===== config.mk =====
export PLATFORM = sky130hd
export DESIGN_NAME = pc_fetch
export DESIGN_NICKNAME = d
export VERILOG_FILES = /design/src/rtl/fetch_pkg.sv /design/src/rtl/pc_fetch_add_32.sv /design/src/rtl/pc_fetch.sv
export SDC_FILE = /design/constraint.sdc
export NUM_CORES = 1
export LEC_CHECK = 0
export BUFFER_PORTS_ARGS = -buffer_cell sky130_fd_sc_hd__buf_2
export CAP_MARGIN = 15
export CORE_MARGIN = 1
export CORE_UTILIZATION = 49
export DETAILED_ROUTE_END_ITERATION = 8
export PLACE_DENSITY_LB_ADDON = 0.2
export SLEW_MARGIN = 20
export SYNTH_ARGS = -nofsm -noshare
export SYNTH_HDL_FRONTEND = slang
export SYNTH_SLANG_ARGS = --single-unit

===== constraint.sdc =====
create_clock -name clk_i -period 2.6 [get_ports clk_i]
set_input_delay 0.13 -clock clk_i [delete_from_list [all_inputs] [get_ports clk_i]]
set_output_delay 0.13 -clock clk_i [all_outputs]
set_load 0.02 [all_outputs]

===== src/rtl/fetch_pkg.sv =====
// Shared types and constants for the instruction-fetch stage.
// The HALT state only exists when PC_FETCH_ALIGN_CHECK_EN is defined.
package fetch_pkg;

    localparam int          INST_W  = 32;
    localparam logic [31:0] PC_STEP = 32'd4;

`ifdef PC_FETCH_ALIGN_CHECK_EN
    typedef enum logic [2:0] {
        ST_IDLE  = 3'd0,
        ST_WAIT  = 3'd1,
        ST_HOLD  = 3'd2,
        ST_FLUSH = 3'd3,
        ST_HALT  = 3'd4
    } fetch_state_e;
`else
    typedef enum logic [2:0] {
        ST_IDLE  = 3'd0,
        ST_WAIT  = 3'd1,
        ST_HOLD  = 3'd2,
        ST_FLUSH = 3'd3
    } fetch_state_e;
`endif

endpackage


===== src/rtl/pc_fetch_add_32.sv =====
// 32-bit adder used for the sequential next-PC; carry out is discarded so
// the sum wraps modulo 2^32.
module add_32 (
    input  logic [31:0] a_i,
    input  logic [31:0] b_i,
    output logic [31:0] sum_o
);

    assign sum_o = a_i + b_i;

endmodule


===== src/rtl/pc_fetch.sv =====
// Instruction-fetch stage: PC register, single-outstanding imem reads, one-entry
// instruction buffer to decode. Misaligned-redirect trap under PC_FETCH_ALIGN_CHECK_EN.
module pc_fetch
    import fetch_pkg::*;
#(
    parameter logic [31:0] RESET_PC = 32'h0000_0000
) (
    input  logic              clk_i,
    input  logic              rst_i,
    output logic              imem_req_o,
    output logic [31:0]       imem_addr_o,
    input  logic              imem_rvalid_i,
    input  logic [INST_W-1:0] imem_rdata_i,
    output logic              inst_valid_o,
    input  logic              inst_ready_i,
    output logic [INST_W-1:0] inst_o,
    output logic [31:0]       inst_pc_o,
    input  logic              redirect_valid_i,
    input  logic [31:0]       redirect_pc_i,
    output logic              fetch_err_o
);

    fetch_state_e      state_q, state_d;
    logic [31:0]       pc_q, pc_d;
    logic [INST_W-1:0] inst_q, inst_d;
    logic [31:0]       inst_pc_q, inst_pc_d;
    logic [31:0]       pc_plus4;
    logic [31:0]       redir_pc;
    logic              req_c;

    add_32 u_add_32 (
        .a_i   (pc_q),
        .b_i   (PC_STEP),
        .sum_o (pc_plus4)
    );

    assign redir_pc = redirect_pc_i & ~32'd3;

`ifdef PC_FETCH_ALIGN_CHECK_EN
    logic fetch_err_q, fetch_err_d;
    logic misaligned;

    assign misaligned = redirect_valid_i && (redirect_pc_i[1:0] != 2'b00);
`endif

    always_comb begin
        state_d   = state_q;
        pc_d      = pc_q;
        inst_d    = inst_q;
        inst_pc_d = inst_pc_q;
        req_c     = 1'b0;
`ifdef PC_FETCH_ALIGN_CHECK_EN
        fetch_err_d = fetch_err_q;
`endif
        case (state_q)
            ST_IDLE: begin
                if (redirect_valid_i) begin
                    pc_d = redir_pc;
                end else begin
                    req_c   = 1'b1;
                    state_d = ST_WAIT;
                end
            end
            ST_WAIT: begin
                if (redirect_valid_i) begin
                    pc_d    = redir_pc;
                    state_d = imem_rvalid_i ? ST_IDLE : ST_FLUSH;
                end else if (imem_rvalid_i) begin
                    inst_d    = imem_rdata_i;
                    inst_pc_d = pc_q;
                    pc_d      = pc_plus4;
                    state_d   = ST_HOLD;
                end
            end
            ST_FLUSH: begin
                // A redirect coinciding with the stale response still retires
                // it; staying in FLUSH then would wait for a reply never coming.
                if (redirect_valid_i) begin
                    pc_d = redir_pc;
                end
                if (imem_rvalid_i) begin
                    state_d = ST_IDLE;
                end
            end
            ST_HOLD: begin
                if (redirect_valid_i) begin
                    pc_d    = redir_pc;
                    state_d = ST_IDLE;
                end else if (inst_ready_i) begin
                    req_c   = 1'b1;
                    state_d = ST_WAIT;
                end
            end
            default: begin
            end
        endcase
`ifdef PC_FETCH_ALIGN_CHECK_EN
        if (misaligned && state_q != ST_HALT) begin
            state_d     = ST_HALT;
            pc_d        = pc_q;
            req_c       = 1'b0;
            fetch_err_d = 1'b1;
        end
`endif
    end

    always_ff @(posedge clk_i) begin
        if (rst_i) begin
            state_q   <= ST_IDLE;
            pc_q      <= RESET_PC;
            inst_q    <= '0;
            inst_pc_q <= '0;
        end else begin
            state_q   <= state_d;
            pc_q      <= pc_d;
            inst_q    <= inst_d;
            inst_pc_q <= inst_pc_d;
        end
    end

`ifdef PC_FETCH_ALIGN_CHECK_EN
    always_ff @(posedge clk_i) begin
        if (rst_i) begin
            fetch_err_q <= 1'b0;
        end else begin
            fetch_err_q <= fetch_err_d;
        end
    end

    assign fetch_err_o = fetch_err_q;
`else
    assign fetch_err_o = 1'b0;
`endif

    assign imem_req_o   = req_c & ~rst_i;
    assign imem_addr_o  = pc_q;
    assign inst_valid_o = (state_q == ST_HOLD);
    assign inst_o       = inst_q;
    assign inst_pc_o    = inst_pc_q;

endmodule


==> reports/qor.yml <==
ys_ff_latch: 94
synth_top_family_by_area: "simple AND/OR/NAND/NOR gates"
rsz0062_at_grt: "no"
clk_latency_ns: 0.35
cp_max_fo: 11
hold_violations: 0
diodes: 0
seq_area_frac_synth_pct: 44.2
num_vias: 4518
worst_path_max_delay_cell: "or4_4"
slew_headroom_pct: 64.5
die_y_um: 95.2
cts_tree: "yes"
die_x_um: 95.2
critical_path_class: "reg2reg"
drive_gt1_share_pct: 27.5
firstDrtPassIters: 4
clkSlewWorstSetupHoldPaths_ns: 0.10
grt_antenna_before_repair: 0
hold_depth: 3
slew_violations: 0
synth_ff_type: "dfxtp_1"
period_share_pct: 87.9
core_area_um2: 8300
rr_worst_depth: 6
status: "complete, no violations"
clock_path_buffers: 2
dieArea_um2: 9070
cp-start-kind: "register"
clock_skew_ns: 0.0109
synth_xor_area_share_pct: 1.03
wl_per_cell_um: 15.3
critical_path_buf_inv_count: 1
synth_edf_count: 0
grt_overflow: 0
path_cells: "inv_1 -> ha_1 -> nand4_1 -> or4_4 -> or4b_1 -> o2111a_1"
portBuffers: 160
pin_count: 168
postCtsSetupBuffers: 0
post-dp-hpwl_mm: 8.27
power.total_uw: 3100
crit_cells: 6
grt_pass1_wl_mm: 19.5
cts_resized: 0
clockRootBuffer: "clkbuf_8"
layout_min_cycle_time_ns: 2.29
tns_ns: 0
nets: 772
num_rows: 33
ys_types: 53
worstPathRequired_ns: 2.85
first_global_vias: 4040
leakagePower_uw: 0.00229
cts.sinks: 94
areaGrowthSynthToFinish_pct: 28.2
cts_buffers: 9
vdd_ir_drop_max_v: 0.000342
worst_hold_path_type: "in2reg"
end_kind: "register"
muxShareOfSynthArea_pct: 0.264
synth_simple_gate_area_share_pct: 28.6
async_reset_ff_share_pct: 0
ctsHtreeMaxLevel: 3
maxCapViolCount: 0
cp_top_family: "simple AND/OR/NAND/NOR gates"
p_per_area_nw_per_um2: 569
yosysWarnings: 0
syn_inst: 546
max_freq_mhz: 437
drc: 0
grt_max_degree: 69
synth-compound-area-share_pct: 18.5
ant_nets: 0
tightest_slew_ns: 0.533
syn_area_um2: 4260
finalSetupViolations: 0
synthAdderAreaFrac_pct: 1.76
cp_data_arrival_time_ns: 2.53
initial_core_util_pct: 51.3
place_congestion: 0.803
routed_wl_mm: 12.3
avgSynthCellArea_um2: 7.80
dpl_cell_area_um2: 5090
track_usage_pct: 27.3
timing.critical_path.slowest_cell_delay_ns: 0.52
stdcell_area_um2: 5460
drt_iter0_markers: 333
routed_via_density: 5.60
## through the flow
stage,hold slack [ns],utilization [%],instances,worst slack (ns)
floorplan,0.266,-,550,0.407
finish,0.00629,65.8,807,0.314
CTS,0.0000279,65.8,807,0.316
global route,0.00226,65.8,807,0.163
global placement,0.370,61.4,777,0.403
detailed placement,0.376,61.4,777,0.337
## placed cells by master (no fill, tap or decap), types with 7 or more instances in the layout
cell / n
a21oi_1: 71
a311oi_1: 7
and4_1: 7
buf_2: 160
buf_4: 7
clkbuf_8: 10
dfxtp_1: 94
dlygate4sd3_1: 14
inv_1: 9
nand2_1: 143
nand3_1: 15
nand4_1: 11
nor2_1: 23
nor3_1: 10
o21ai_0: 13
or4_1: 9
## cell type report
cell class / count / area, um2
inverters: 9 / 33.8
clock buffers: 11 / 141
repair buffers: 183 / 1030
flip-flops and latches: 94 / 1880
clock inverters: 5 / 81.3
well taps: 105 / 131
multi-input cells: 400 / 2150
fillers: 743 / 2840
## path summary, 6_finish.rpt
check	from	end	slack [ns]
hold reg to reg	inst_o[8]$_SDFFE_PP0P_	inst_o[8]$_SDFFE_PP0P_	0.46
setup / recovery	state_q[1]$_SDFFE_PP0P_	imem_addr_o[25]$_SDFFE_PP0P_	0.31
hold / removal	imem_rdata_i[22]	inst_o[22]$_SDFFE_PP0P_	0.006
setup reg to reg	state_q[1]$_SDFFE_PP0P_	imem_addr_o[25]$_SDFFE_PP0P_	0.31
## sequential cells by signal, indices dropped and copies added, names as in the netlist
name / count
inst_pc_o: 30
state_q: 2
inst_o: 32
imem_addr_o: 30
## routing by layer
layer,part of all wire [%],GRT usage (%),up-vias
li1,-,-,2199
met1,42,35.3,2113
met2,48,44.6,186
met3,8.4,5.66,20
met4,1.4,10.5,0
met5,0,0,-
## power by group
group	total (uW)	leakage, uW	internal, uW	switching, uW
registers	1570	0.000767	1500	73.1
logic	447	0.00141	176	271
clock network	1080	0.000110	571	514
## worst min-delay path, stage by stage
cell and delay (ns):
buf_2 0.09, nand2_1 0.05, a21oi_1 0.05
## cell families after synthesis
logic type | count (synthesis)
XOR/XNOR | 5
AO/OA/AOI/OAI | 128
other | 1
multiplexers | 1
AND/OR/NAND/NOR | 255
flip-flops | 94
buffers and inverters | 56
adder cells (fa/ha/maj) | 6
## Yosys cell counts (9+ instances only)
cell type	n	area share (%)
nand2_1	143	13
dfxtp_1	94	44
a21oi_1	71	8.3
clkbuf_1	37	3.3
nor2_1	23	2.0
nand3_1	15	1.8
o21ai_0	13	1.5
nand4_1	11	1.6
nor3_1	10	1.2
inv_1	9	0.79
or4_1	9	1.6
## timing repair
item / CTS / global route
hold buffers: 14 / 0
endpoints found under the hold margin: 14 / 0
setup endpoints to repair: 0 / 0
No activity file was read; power rests on OpenSTA's default activity.
